<file path="src/rtl/cache_bank_requester_pkg.sv">
// Shared widths, request FIFO depth and FSM encoding for the cache bank requester.
package cache_bank_requester_pkg;

    localparam int DATA_WIDTH               = 32;
    localparam int CACHE_BANK_ADDRESS_WIDTH = 8;
    localparam int REQ_FIFO_DEPTH           = 4;

    typedef enum logic [1:0] {
        IDLE  = 2'd0,
        ISSUE = 2'd1,
        WAIT  = 2'd2,
        RESP  = 2'd3
    } req_state_t;

endpackage

</file>
<file path="src/rtl/cache_bank_requester_req_fifo.sv">
// Request FIFO of {write, addr, wdata}; pointers carry an extra wrap bit so
// full and empty are told apart by the pointer difference.
module cache_bank_requester_req_fifo
    import cache_bank_requester_pkg::*;
#(
    parameter int DAT   = DATA_WIDTH,
    parameter int ADR   = CACHE_BANK_ADDRESS_WIDTH,
    parameter int DEPTH = REQ_FIFO_DEPTH
) (
    input  logic           clk,
    input  logic           reset,
    input  logic           push,
    input  logic           push_write,
    input  logic [ADR-1:0] push_addr,
    input  logic [DAT-1:0] push_wdata,
    input  logic           pop,
    output logic           head_write,
    output logic [ADR-1:0] head_addr,
    output logic [DAT-1:0] head_wdata,
    output logic           full,
    output logic           empty
);

    localparam int PW = $clog2(DEPTH);
    localparam int EW = 1 + ADR + DAT;

    logic [EW-1:0] mem [DEPTH];
    logic [PW:0]   wr_ptr;
    logic [PW:0]   rd_ptr;
    logic [PW:0]   count;

    assign count = wr_ptr - rd_ptr;
    assign full  = (count == (PW+1)'(DEPTH));
    assign empty = (count == '0);
    assign {head_write, head_addr, head_wdata} = mem[rd_ptr[PW-1:0]];

    always_ff @(posedge clk or negedge reset) begin
        if (!reset) begin
            wr_ptr <= '0;
            rd_ptr <= '0;
        end else begin
            if (push) wr_ptr <= wr_ptr + (PW+1)'(1);
            if (pop)  rd_ptr <= rd_ptr + (PW+1)'(1);
        end
    end

    // Storage is not reset; an entry is only read after it has been pushed.
    always_ff @(posedge clk) begin
        if (push) mem[wr_ptr[PW-1:0]] <= {push_write, push_addr, push_wdata};
    end

endmodule

</file>
<file path="src/rtl/cache_bank_requester.sv">
// Cache bank port requester: request FIFO, one-access-in-flight FSM, registered bank port.
// Optional WRITE_ACK_EN: writes return an ack response and add the rsp_is_write port.
module cache_bank_requester
    import cache_bank_requester_pkg::*;
#(
    parameter int DAT        = DATA_WIDTH,
    parameter int ADR        = CACHE_BANK_ADDRESS_WIDTH,
    parameter int FIFO_DEPTH = REQ_FIFO_DEPTH
) (
    input  logic           clk,
    input  logic           reset,
    input  logic           req_valid,
    output logic           req_ready,
    input  logic           req_write,
    input  logic [ADR-1:0] req_addr,
    input  logic [DAT-1:0] req_wdata,
    output logic [ADR-1:0] bank_addr,
    output logic [DAT-1:0] bank_wdata,
    output logic           bank_wen_n,
    input  logic [DAT-1:0] bank_rdata,
    input  logic           bank_written,
    output logic           rsp_valid,
    input  logic           rsp_ready,
    output logic [DAT-1:0] rsp_rdata,
    output logic           rsp_hit,
`ifdef WRITE_ACK_EN
    output logic           rsp_is_write,
`endif
    output logic           busy
);

    req_state_t     state;
    req_state_t     state_next;
    logic           push;
    logic           pop;
    logic           full;
    logic           empty;
    logic           head_write;
    logic [ADR-1:0] head_addr;
    logic [DAT-1:0] head_wdata;
    logic [ADR-1:0] addr_next;
    logic [DAT-1:0] wdata_next;
    logic           wen_n_next;
    logic [DAT-1:0] rdata_next;
    logic           hit_next;
`ifdef WRITE_ACK_EN
    logic           is_write_next;
`endif

    // A pop frees a slot in the same cycle, so a full FIFO still accepts then.
    assign push      = req_valid && req_ready;
    assign req_ready = reset && (!full || pop);
    assign rsp_valid = (state == RESP);
    assign busy      = !empty || (state != IDLE);

    cache_bank_requester_req_fifo #(
        .DAT   (DAT),
        .ADR   (ADR),
        .DEPTH (FIFO_DEPTH)
    ) u_req_fifo (
        .clk        (clk),
        .reset      (reset),
        .push       (push),
        .push_write (req_write),
        .push_addr  (req_addr),
        .push_wdata (req_wdata),
        .pop        (pop),
        .head_write (head_write),
        .head_addr  (head_addr),
        .head_wdata (head_wdata),
        .full       (full),
        .empty      (empty)
    );

    // In ISSUE the registered bank_wen_n still tells whether the access is a write.
    always_comb begin
        state_next = state;
        pop        = 1'b0;
        addr_next  = bank_addr;
        wdata_next = bank_wdata;
        wen_n_next = 1'b1;
        rdata_next = rsp_rdata;
        hit_next   = rsp_hit;
`ifdef WRITE_ACK_EN
        is_write_next = rsp_is_write;
`endif
        case (state)
            IDLE:  pop = !empty;
            ISSUE: begin
                if (!bank_wen_n) begin
`ifdef WRITE_ACK_EN
                    state_next    = RESP;
                    rdata_next    = '0;
                    hit_next      = 1'b1;
                    is_write_next = 1'b1;
`else
                    state_next    = IDLE;
`endif
                end else begin
                    state_next = WAIT;
                end
            end
            WAIT: begin
                state_next = RESP;
                rdata_next = bank_rdata;
                hit_next   = bank_written;
`ifdef WRITE_ACK_EN
                is_write_next = 1'b0;
`endif
            end
            RESP: begin
                if (rsp_ready) begin
                    state_next = IDLE;
                    pop        = !empty;
                end
            end
            default: state_next = IDLE;
        endcase
        if (pop) begin
            state_next = ISSUE;
            addr_next  = head_addr;
            wdata_next = head_wdata;
            wen_n_next = !head_write;
        end
    end

    always_ff @(posedge clk or negedge reset) begin
        if (!reset) begin
            state      <= IDLE;
            bank_addr  <= '0;
            bank_wdata <= '0;
            bank_wen_n <= 1'b1;
            rsp_rdata  <= '0;
            rsp_hit    <= 1'b0;
`ifdef WRITE_ACK_EN
            rsp_is_write <= 1'b0;
`endif
        end else begin
            state      <= state_next;
            bank_addr  <= addr_next;
            bank_wdata <= wdata_next;
            bank_wen_n <= wen_n_next;
            rsp_rdata  <= rdata_next;
            rsp_hit    <= hit_next;
`ifdef WRITE_ACK_EN
            rsp_is_write <= is_write_next;
`endif
        end
    end

endmodule
</file>
<file path="config.mk">
export PLATFORM = sky130hd
export DESIGN_NAME = cache_bank_requester
export DESIGN_NICKNAME = d
export VERILOG_FILES = /design/src/rtl/cache_bank_requester_pkg.sv /design/src/rtl/cache_bank_requester_req_fifo.sv /design/src/rtl/cache_bank_requester.sv
export SDC_FILE = /design/constraint.sdc
export NUM_CORES = 1
export LEC_CHECK = 0
export ABC_CLOCK_PERIOD_IN_PS = 6400
export BUFFER_PORTS_ARGS = -buffer_cell sky130_fd_sc_hd__buf_2
export CORE_MARGIN = 10
export CORE_UTILIZATION = 60
export CTS_BUF_LIST = sky130_fd_sc_hd__clkbuf_8 sky130_fd_sc_hd__clkbuf_16
export CTS_CLUSTER_DIAMETER = 100
export DETAILED_ROUTE_END_ITERATION = 7
export PLACE_DENSITY = 0.84
export SYNTH_ARGS = -nofsm -noshare
export SYNTH_HDL_FRONTEND = slang
export SYNTH_SLANG_ARGS = --single-unit
</file>
<file path="constraint.sdc">
create_clock -name clk -period 6.4 [get_ports clk]
set_input_delay 0.32 -clock clk [delete_from_list [all_inputs] [get_ports clk]]
set_output_delay 0.32 -clock clk [all_outputs]
set_load 0.01 [all_outputs]
</file>
* Word level (Yosys, flattened, before mapping)
Memories as Yosys holds them, arrays and structs flattened. Cells that the tools add are included.
Storage, ports and cells: register bits after elaboration 82, RAM bits 164, input port bits 78, output and inout port bits 77, memories kept 1
Memory list:
- u_req_fifo.mem | depth 4, bits a word 41, rd ports 1, clocked after memory_dff 0, write ports 1, RTL line cache_bank_requester_req_fifo.sv:27 | logic [EW-1:0] mem [DEPTH];
Cells by class: $add $sub $neg 3, equality and inequality tests 5, muxes and demuxes 9, reduce and logical (&&, ||, !) cells 12
Operators with widths (count):
- 3-bit by 1-bit adder with 3-bit output (second input constant) | 2
- 2-bit two-way mux | 3
- 2-bit case mux with 3 select lines | 1
- 2-bit equality test (second input constant) | 2
- 1-bit two-way mux | 4
- 4-bit nonzero test | 1
- 3-bit equality test (second input constant) | 1
- 1-bit logical NOT | 3
- 3-bit logical NOT | 1
- 3-bit by 1-bit != test with 1-bit output (second input constant) | 1
- 3-bit subtractor | 1
- 2-bit by 1-bit equality test with 1-bit output (second input constant) | 1
- 1-bit logical AND | 2
- 2-bit logical NOT | 1
- 1-bit logical OR | 2
- 1-bit case mux with 2 select lines | 1
- 2-bit AND reduction | 1
- 2-bit nonzero test | 1

* Logic depth before layout (Yosys ltp)
Gate-level depths: netlist of run 1.
depth after elaboration 10, gate-level depth with buffers 9

* Hierarchy
Synthesis of run 1 repeated with hierarchy kept, for this count alone.
Unflattened totals: cell total of the unflattened synthesis 426, area total of the unflattened synthesis 9444.1 um^2
By module, submodules not included:
- cache_bank_requester_req_fifo | times used 1, cells an instance 250, area each 6338.6 um^2
- cache_bank_requester | times used 1, cells an instance 176, area each 3105.5 um^2

* Worst setup path before layout of run 1
No wires, ideal clock.
path type register to register, start register u_req_fifo.rd_ptr[1], end memory u_req_fifo.mem[0][0] (netlist name) (enable), arrival time 2.921 ns, data required time 5.998 ns, setup slack 3.077 ns, stages on the path, launching flop included 9, buffers on the path 2, clock period less this slack 3.323 ns, cell sequence dfrtp_1 clkbuf_1 clkbuf_1 inv_1 ha_1 nor2b_1 xor2_1 o31a_1 and2_1
On the way: word-level cells in the longest chain between the ends 10, elaborated cells between the ends (all ways) 12
RTL lines:
- from (decl) | RTL line cache_bank_requester_req_fifo.sv:29 | logic [PW:0] rd_ptr;
- from (signal assigned) | RTL line cache_bank_requester_req_fifo.sv:43 | if (pop) rd_ptr <= rd_ptr + (PW+1)'(1);
- 3-bit subtractor (*) | RTL line cache_bank_requester_req_fifo.sv:32 | assign count = wr_ptr - rd_ptr;
- 3-bit logical NOT | RTL line cache_bank_requester_req_fifo.sv:34 | assign empty = (count == '0);
- 1-bit logical NOT | RTL line cache_bank_requester.sv:88, cache_bank_requester.sv:114
- 1-bit two-way mux | RTL line cache_bank_requester.sv:112 | if (rsp_ready) begin
- 1-bit case mux with 2 select lines | RTL line cache_bank_requester.sv:87 | case (state)
- 1-bit logical OR (*) | RTL line cache_bank_requester.sv:52 | assign req_ready = reset && (!full || pop);
- 1-bit logical AND (*) | RTL line cache_bank_requester.sv:52
- 1-bit logical AND (*) | RTL line cache_bank_requester.sv:51 | assign push = req_valid && req_ready;
- 1-bit two-way mux (*) | RTL line cache_bank_requester_req_fifo.sv:49 | if (push) mem[wr_ptr[PW-1:0]] <= {push_write, push_addr, push_wdata};
- 1-bit two-way mux (implied by the code) (*) | RTL line cache_bank_requester_req_fifo.sv:49
- to (decl) | RTL line cache_bank_requester_req_fifo.sv:27
Mark *: on every way between the ends. The rest lies on a longest branch, timed or not.

* Worst setup path after layout of run 1
start register u_req_fifo.rd_ptr[1], end memory u_req_fifo.mem[2][27] (netlist name) (enable)
The elaborated chain is that of the path after synthesis.

==> qor.yml, run 1 <==
status: "completed"
final.min_clock_period_ns: 3.582
fmaxAchievable_ghz: 0.2792
yosys_warnings: 0
core_area_sq_um: 15150
fin_nets: 678
synthCells: 424
reg2reg_to: "u_req_fifo.mem[2][27]$_DFFE_PP_"
critPathCapture: "u_req_fifo.mem[2][27]$_DFFE_PP_"
fin_util_pct: 72.27
cp_slowest_cell: "dfrtp_2"
powerDensity_nw_per_um2: 495.3
tns_ns: 0
routed_wl_mm: 18.42
drt_iter0_drc: 276
synth-main-ff-cell: "edfxtp_1"
synth_cell_types: 26
clk_pin_slew_worst_paths_ns: 0.06
drc_errors: 0
grt_usage_pct: 17.81
dr.pass1.iters: 4
syn2layout_area_growth_pct: 18.73
hold-worst-slack_ns: 0.03156
root_buffer: "clkbuf_16"
antenna_found_initial: 0
fin_skew_ns: 0.006394
yosysTopAreaCellShare_pct: 53.42
postCtsHoldBufs: 1
synth_common_cells: "edfxtp_1 (164), dfrtp_1 (81), mux2_2 (71)"
cts_made_buffers: 24
io_buffers: 154
finalSetupViolations: 0
fill_cells: 920
place.gp.congestion: 0.7154
finish.cell_count_without_fillers: 797
finalCritPeriodShare_pct: 55.97
crit_path_max_incr_delay_ns: 1.04
cts_setup_buffers: 0
r2r_start: "u_req_fifo.rd_ptr[1]$_DFFE_PN0N_"
clk_path_buf_depth: 3
fp.dieW_microns: 144.0
cts_tree: "done"
yosysTopAreaCell: "edfxtp_1"
place_worst_setup_slack_ns: 2.726
p_leak_nw: 4.234
hpwlAfterDp_mm: 11.41
maxCapViolCount: 0
synth_area_sq_um: 9219
synth-seq-cells: 246
start_util_pct: 60.87
relSlewSlack_pct: 26.00
path_class: "register to register"
cp.depth: 6
grt_first_pass_wirelength_mm: 28.18
grt_setup_unrepaired: "no"
setup_slack_ns: 2.818
drive_gt1_share_pct: 51.32
required_ns: 6.52
insertion_delay_ns: 0.50
io_pins: 155
finalHoldViolations: 0
cp_max_fo: 44
p_total_mw: 5.422
synth.most_common_cell: "edfxtp_1"
synthArstFlopShare_pct: 33.33
hold_path_startpoint: "req_wdata[17]"
cp_top_family: "simple AND/OR/NAND/NOR gates"
grt_max_degree: 54
detail-route-antenna-nets: 0
ys_seq_area_share_pct: 75.69
placed_cells: 751
cts_resized: 0
r2r_slack_ns: 2.82
r2r_cells: 6
tightestPinTransition_ns: 1.110
vias: 4495
stdcell_area_sq_um: 10950
route.detailed.vias_per_inst: 5.640
max-vdd-ir-drop_v: 0.0003181
dpl_cell_area_sq_um: 10160
syn_area_per_cell_sq_um: 21.74
cp-end-kind: "register"
first_global_vias: 4961
syn_nets: 512
startpoint: "u_req_fifo.rd_ptr[1]$_DFFE_PN0N_"
wl_per_cell_microns: 23.11
drv_slew: 0
synth-edff-count: 164
cts_sinks: 246
crit_buf_inv: 1
overflow: 0
cp-start-kind: "register"
crit_arrival_ns: 3.70
yosys-top-cells-area: "edfxtp_1 (53%), dfrtp_1 (22%), mux4_2 (10%), mux2_2 (8.7%), ha_1 (1.4%)"
die_h_microns: 144.0
dieArea_sq_um: 20720
crit_chain: "inv_1 -> ha_1 -> nor2b_1 -> xor2_1 -> o31a_1 -> and2_2"
hold_path.class: "input port to register"
htree_levels: 1
num_rows: 45
==> where the power goes <==
| group | switching, mW | internal, mW |
|---|---|---|
| Clock | 0.557 | 0.807 |
| Sequential | 0.303 | 2.13 |
| Combinational | 0.746 | 0.880 |
==> cell families (layout without fill, tap and decap cells) <==
family / Yosys count / in the layout / share of synthesized area (%)
AOI/OAI and AO/OA: 9 / 9 / 0.8009
xor gates and xnor gates: 7 / 7 / 0.8279
adders and majority gates: 10 / 10 / 1.357
buffers and inverters: 24 / 208 / 1.357
DFF: 246 / 246 / 75.69
muxes: 117 / 117 / 19.30
other: 0 / 1 / 0
and+or+nand+nor: 11 / 11 / 0.6652
==> placed cells by master, fill, tap and decap left out, types with 2 or more instances in the layout <==
master     count
mux4_2        41
buf_4          4
xnor2_1        4
o31a_1         2
inv_1         14
buf_2        153
nand2_1        2
a21oi_1        2
ha_1          10
dfrtp_1       79
clkinv_2       3
and2_2         3
clkinv_1       2
edfxtp_1     164
clkbuf_16     25
mux2_2        71
mux2_1         5
o211ai_1       2
and2_1         2
bufinv_16      2
xnor2_2        2
clkbuf_8       2
==> per-layer routing <==
layer | part of all wire, % | GRT usage (%)
met5 | 0 | 0
met4 | 2.4 | 4.997
met3 | 9.1 | 4.389
met2 | 49 | 29.90
met1 | 39 | 22.62
==> worst min path at each step <==
stage | to | slack, ns | cells past startpoint
floorplan | bank_addr[0]$_DFFE_PN0N_ | 0.02 | 0
global placement | rsp_rdata[18]$_DFFE_PN0N_ | 0.29 | 1
detailed placement | rsp_rdata[21]$_DFFE_PN0N_ | 0.31 | 1
CTS | u_req_fifo.mem[0][17]$_DFFE_PP_ | 0.01 | 1
global route | u_req_fifo.mem[2][22]$_DFFE_PP_ | 0.01 | 1
finish | u_req_fifo.mem[1][17]$_DFFE_PP_ | 0.03 | 1
==> final cells by class <==
| type | instances | area, sq um | area share [%] |
|---|---|---|---|
| Clock inverter | 17 | 123.9 | 1.132 |
| Tap cell | 188 | 235.2 | 2.149 |
| Timing Repair Buffer | 158 | 805.8 | 7.362 |
| Antenna cell | 1 | 2.502 | 0.02286 |
| Sequential cell | 246 | 6983 | 63.80 |
| Inverter | 6 | 22.52 | 0.2058 |
| Clock buffer | 27 | 653.1 | 5.967 |
| Multi-Input combinational cell | 154 | 2120 | 19.36 |
==> sequential cells by signal, indices dropped and copies added (netlist names) <==
name               flops
u_req_fifo.mem       164
bank_wdata            32
rsp_rdata             32
bank_addr              8
u_req_fifo.rd_ptr      3
u_req_fifo.wr_ptr      3
state                  2
bank_wen_n             1
rsp_hit                1
Power figures use the tool's default switching activity.
==> run 2: changes to the inputs <==
Settings changed: ABC_CLOCK_PERIOD_IN_PS 6400 to 3300, CORE_UTILIZATION 60 to 56, PLACE_DENSITY 0.84 to 0.79.
Clock period 6.4 ns to 3.3 ns, I/O delays scaled along.
==> run 2 against run 1 <==
Fmax rose by 39%; critical path depth grew 1; sequential power is 84% higher; combinational power up 120%; via count increased by 7.6%; utilization is 2.0 points higher; die area up 6.1%; clock-buffer cell count is the same.
==> qor.yml, run 2 (synthesized netlist as in run 1, its figures left out) <==
core_area_sq_um: 16000  # was 15150 sq um
hpwlAfterDp_mm: 11.70  # was 11.41 mm
place.gp.congestion: 0.7557  # was 0.7154
io_buffers: 154  # unchanged
cp-start-kind: "register"  # unchanged
r2r_cells: 7  # was 6
finalCritPeriodShare_pct: 78.36  # was 55.97%
max-vdd-ir-drop_v: 0.0006907  # was 0.0003181 V
required_ns: 3.50  # was 6.52 ns
finalHoldViolations: 0  # unchanged
cts_setup_buffers: 0  # unchanged
fin_nets: 759  # was 678
placed_cells: 786  # was 751
mostFrequentLayoutCells: "edfxtp_1 (164), buf_2 (153), dfrtp_1 (79)"  # unchanged
grt_usage_pct: 17.31  # was 17.81%
detail-route-antenna-nets: 0  # unchanged
largest_reg_flops: 164  # unchanged
crit_arrival_ns: 2.78  # was 3.70 ns
status: "completed"  # unchanged
final.min_clock_period_ns: 2.586  # was 3.582 ns
met2_length_mm: 9.429  # was 9.085 mm
start_util_pct: 57.62  # was 60.87%
insertion_delay_ns: 0.52  # was 0.50 ns
syn2layout_area_growth_pct: 28.84  # was 18.73%
clk_pin_slew_worst_paths_ns: 0.06  # about the same
fin_skew_ns: 0.01399  # was 0.006394 ns
path_class: "register to register"  # unchanged
num_rows: 46  # was 45
drc_errors: 0  # unchanged
tns_ns: 0  # unchanged
cts_resized: 0  # unchanged
cp-end-kind: "register"  # unchanged
dieArea_sq_um: 21990  # was 20720 sq um
critPathCapture: "u_req_fifo.mem[1][8]$_DFFE_PP_"  # was u_req_fifo.mem[2][27]$_DFFE_PP_
relSlewSlack_pct: 43.85  # was 26.00%
hold_path.class: "input port to register"  # unchanged
grt_max_degree: 48  # was 54
dr.pass1.iters: 6  # was 4
p_leak_nw: 4.594  # was 4.234 nW
first_global_vias: 5398  # was 4961
drt_iter0_drc: 237  # was 276
mostFrequentLayoutCell: "edfxtp_1"  # unchanged
wl_per_cell_microns: 21.12  # was 23.11 microns
finalSetupViolations: 0  # unchanged
overflow: 0  # unchanged
setup_slack_ns: 0.7141  # was 2.818 ns
postCtsHoldBufs: 75  # was 1
io_pins: 155  # unchanged
drv_slew: 0  # unchanged
cts_made_buffers: 24  # unchanged
tightestPinTransition_ns: 0.8422  # was 1.110 ns
drive_gt1_share_pct: 47.17  # was 51.32%
die_h_microns: 148.3  # was 144.0 microns
routed_wl_mm: 19.11  # was 18.42 mm
cts_tree: "done"  # unchanged
grt_setup_unrepaired: "no"  # unchanged
m1WireLength_mm: 8.175  # was 7.219 mm
finish.cell_count_without_fillers: 905  # was 797
powerDensity_nw_per_um2: 908.8  # was 495.3 nW/um^2
hold-worst-slack_ns: 0.06681  # was 0.03156 ns
root_buffer: "clkbuf_16"  # unchanged
maxCapViolCount: 0  # unchanged
reg2reg_to: "u_req_fifo.mem[1][8]$_DFFE_PP_"  # was u_req_fifo.mem[2][27]$_DFFE_PP_
vias: 4836  # was 4495
wl_met3_mm: 1.234  # was 1.673 mm
startpoint: "u_req_fifo.wr_ptr[0]$_DFFE_PN0P_"  # was u_req_fifo.rd_ptr[1]$_DFFE_PN0N_
cp_max_fo: 32  # was 44
antenna_found_initial: 0  # unchanged
fmaxAchievable_ghz: 0.3867  # was 0.2792 GHz
cts_sinks: 246  # unchanged
grt_first_pass_wirelength_mm: 30.32  # was 28.18 mm
route.detailed.vias_per_inst: 5.344  # was 5.640
r2r_start: "u_req_fifo.wr_ptr[0]$_DFFE_PN0P_"  # was u_req_fifo.rd_ptr[1]$_DFFE_PN0N_
r2r_slack_ns: 0.71  # was 2.82 ns
fin_util_pct: 74.23  # was 72.27%
dr.max_layer_used: "met4"  # unchanged
fp.dieW_microns: 148.3  # was 144.0 microns
antenna_cells: 0  # was 1
clk_path_buf_depth: 3  # unchanged
place_worst_setup_slack_ns: 0.7217  # was 2.726 ns
htree_levels: 1  # unchanged
==> run 2: cell types whose count changed in the layout (fill, tap and decap cells not counted), sizes merged <==
cell,delta
bufinv,+1
buf,+7
clkinv,+3
dlygate4sd3,+74
diode,-1
clkinvlp,+1
inv,-5
==> run 2: worst max-delay path: stages (launching register included) <==
cell and delay, ns:
dfrtp_1 0.40, inv_1 0.14, ha_1 0.17, nor2b_1 0.27, xor2_1 0.32, o31a_1 0.30, and2_2 0.38, buf_12 0.28
==> run 2: final cells by class <==
cell class | count | area [sq um]
sequential | 246 | 6983
clock inverter | 17 | 178.9
inverter | 6 | 22.52
timing repair buffer | 239 | 1662
multi-input combinational | 154 | 2120
tap | 216 | 270.3
fill | 911 | 4123
clock buffer | 27 | 641.9
==> run 2: per-layer routing <==
layer / GRT usage (%) / vias to the layer above
met5: 0 / -
met4: 4.014 / 0
met3: 4.187 / 23
met2: 28.99 / 194
met1: 22.46 / 2451
li1: - / 2168
==> run 2: metrics by stage <==
step                      cell area (sq um)  power, mW
final                                 11880      10.79
after global routing                  11880      11.40
after CTS                             11880      10.93
after detailed placement              10310      8.080
after global placement                10310      7.930
after floorplan                        9223      6.895
==> run 2: how the worst min path moves through the flow <==
| stage | from | cells after the start | to | slack [ns] |
|---|---|---|---|---|
| 6_report | rsp_ready | 3 | state[0]$_DFFE_PN0P_ | 0.07 |
| 5_1_grt | rsp_ready | 3 | state[0]$_DFFE_PN0P_ | 0.08 |
| 4_1_cts | rsp_ready | 3 | state[0]$_DFFE_PN0P_ | 0.05 |
| 3_5_place_dp | reset | 2 | bank_addr[4]$_DFFE_PN0N_ | 0.29 |
| 3_3_place_gp | reset | 2 | bank_addr[4]$_DFFE_PN0N_ | 0.29 |
| 2_1_floorplan | reset | 0 | bank_addr[0]$_DFFE_PN0N_ | -0.13 |
==> run 2: where the power goes <==
part	internal (mW)	leakage, nW	switching, mW
clock network	1.64	0.410	1.10
logic	1.83	1.74	1.74
registers	4.13	2.45	0.357
total	7.59	4.59	3.20
==> run 3: changes to the inputs <==
Settings changed: ABC_CLOCK_PERIOD_IN_PS 3300 to 2350, CORE_UTILIZATION 56 to 50, PLACE_DENSITY 0.79 to 0.75.
Clock period 3.3 ns to 2.35 ns, I/O delays scaled along.
==> run 3 against run 2 <==
Fmax increased by 17%; wire length increased by 3.0%; clock-buffer cell count increased by 2; clock power up 43%; flip-flop and latch count is the same; total power up 44%; utilization down 7.1 points; sequential power rose by 40%; critical path type unchanged; largest cell class unchanged; highest routed layer unchanged.
==> qor.yml, run 3 (synthesized netlist as in run 1, its figures left out) <==
htree_levels: 1  # unchanged
root_buffer: "clkbuf_16"  # unchanged
fill_cells: 1124  # was 911
stdcell_area_sq_um: 12090  # was 11880 sq um
routed_wl_mm: 19.69  # was 19.11 mm
dpl_cell_area_sq_um: 10470  # was 10310 sq um
finish.cell_count_without_fillers: 925  # was 905
grt_max_degree: 62  # was 48
cts_tree: "done"  # unchanged
grt_use_met2_pct: 26.59  # was 28.99%
cp_max_fo: 31  # was 32
fin_nets: 766  # was 759
finalHoldViolations: 0  # unchanged
grt_usage_pct: 16.23  # was 17.31%
grt_setup_unrepaired: "no"  # unchanged
met3_usage_pct: 4.494  # was 4.187%
clk_pin_slew_worst_paths_ns: 0.06  # about the same
cts_made_buffers: 24  # unchanged
maxCapViolCount: 0  # unchanged
required_ns: 2.55  # was 3.50 ns
num_rows: 49  # was 46
overflow: 0  # unchanged
antenna_found_initial: 0  # unchanged
fmaxAchievable_ghz: 0.4517  # was 0.3867 GHz
route.detailed.vias_per_inst: 5.277  # was 5.344
place.gp.congestion: 0.7460  # was 0.7557
tightestPinTransition_ns: 0.7981  # was 0.8422 ns
r2r_start: "u_req_fifo.wr_ptr[0]$_DFFE_PN0P_"  # unchanged
first_global_vias: 5445  # was 5398
placed_cells: 804  # was 786
drive_gt1_share_pct: 48.99  # was 47.17%
grt_busiest_layer: "met2"  # unchanged
max-vdd-ir-drop_v: 0.0008133  # was 0.0006907 V
drc_errors: 0  # unchanged
startpoint: "u_req_fifo.wr_ptr[0]$_DFFE_PN0P_"  # unchanged
status: "completed"  # unchanged
wl_per_cell_microns: 21.29  # was 21.12 microns
detail-route-antenna-nets: 0  # unchanged
cts_sinks: 246  # unchanged
io_buffers: 154  # unchanged
grt_first_pass_wirelength_mm: 31.45  # was 30.32 mm
finalCritPeriodShare_pct: 94.21  # was 78.36%
fp.dieW_microns: 155.8  # was 148.3 microns
insertion_delay_ns: 0.51  # was 0.52 ns
fin_util_pct: 67.10  # was 74.23%
hold_path.class: "input port to register"  # unchanged
dr.pass1.iters: 4  # was 6
io_pins: 155  # unchanged
mostFrequentLayoutCell: "edfxtp_1"  # unchanged
crit_arrival_ns: 2.42  # was 2.78 ns
core_area_sq_um: 18020  # was 16000 sq um
mostFrequentLayoutCells: "edfxtp_1 (164), buf_2 (153), dfrtp_1 (79)"  # unchanged
p_leak_nw: 4.664  # was 4.594 nW
hold-worst-slack_ns: 0.04921  # was 0.06681 ns
clk_path_buf_depth: 3  # unchanged
hpwlAfterDp_mm: 12.37  # was 11.70 mm
dieArea_sq_um: 24270  # was 21990 sq um
largest_reg_flops: 164  # unchanged
gr-usage-met1_pct: 21.11  # was 22.46%
start_util_pct: 51.15  # was 57.62%
die_h_microns: 155.8  # was 148.3 microns
syn2layout_area_growth_pct: 31.19  # was 28.84%
relSlewSlack_pct: 46.79  # was 43.85%
hold_path_startpoint: "rsp_ready"  # unchanged
cp-start-kind: "register"  # unchanged
path_class: "register to register"  # unchanged
antenna_cells: 0  # unchanged
drt_iter0_drc: 222  # was 237
finalSetupViolations: 0  # unchanged
vias: 4881  # was 4836
powerDensity_nw_per_um2: 1287  # was 908.8 nW/um^2
cp-end-kind: "register"  # unchanged
drv_slew: 0  # unchanged
final.min_clock_period_ns: 2.214  # was 2.586 ns
fin_skew_ns: 0.01187  # was 0.01399 ns
r2r_slack_ns: 0.14  # was 0.71 ns
[run 3: critical path, stage by stage (launching register included)]
cell and delay [ns]:
dfrtp_1 0.41, inv_1 0.16, ha_1 0.18, nor2b_4 0.22
xor2_4 0.22, o31a_1 0.28, and2_4 0.21, buf_12 0.22
[run 3: worst paths after layout]
| check | to | cells past startpoint |
|---|---|---|
| setup reg to reg | u_req_fifo.mem[0][19]$_DFFE_PP_ | 7 |
| setup / recovery | u_req_fifo.mem[0][19]$_DFFE_PP_ | 7 |
| hold reg to reg | bank_wdata[5]$_DFFE_PN0N_ | 1 |
| hold / removal | state[0]$_DFFE_PN0P_ | 3 |
| max in group asynchronous | u_req_fifo.rd_ptr[0]$_DFFE_PN0N_ | 4 |
| min in group asynchronous | bank_addr[1]$_DFFE_PN0N_ | 3 |
[run 3: layout make-up]
cell class              instances  area, sq um  area share [%]
multi-input cells             154         2182           18.04
flip-flops and latches        246         6983           57.74
inverters                       6        28.78          0.2379
clock inverters                15        156.4           1.293
well taps                     229        286.5           2.369
clock buffers                  29        680.7           5.628
repair buffers                246         1777           14.69
[run 3: report_power, final]
part | switching, mW | internal, mW
Clock | 1.54 | 2.39
Combinational | 2.58 | 2.77
Sequential | 0.492 | 5.79
[run 3: per-stage QoR]
step | setup slack [ns] | TNS, ns | power [mW]
4_1_cts | 0.08416 | 0 | 15.74
5_1_grt | 0.01523 | 0 | 16.45
3_5_place_dp | 0.09716 | 0 | 11.67
2_1_floorplan | -0.07924 | -3.249 | 9.894
6_report | 0.1362 | 0 | 15.56
3_3_place_gp | 0.1786 | 0 | 11.43
[run 3: routing by layer]
layer | share of wire, % | up-vias
li1 | - | 2181
met3 | 8.0 | 26
met1 | 42 | 2481
met2 | 49 | 193
met5 | 0 | -
met4 | 1.5 | 0
[run 3: timing repair]
| action | 4_1_cts | 5_1_grt |
|---|---|---|
| hold endpoints to repair | 218 | 0 |
| gates resized for setup | 0 | 1 |
| hold buffers | 75 | 0 |
| setup buffers | 0 | 1 |
| endpoints found under the setup margin | 0 | 41 |
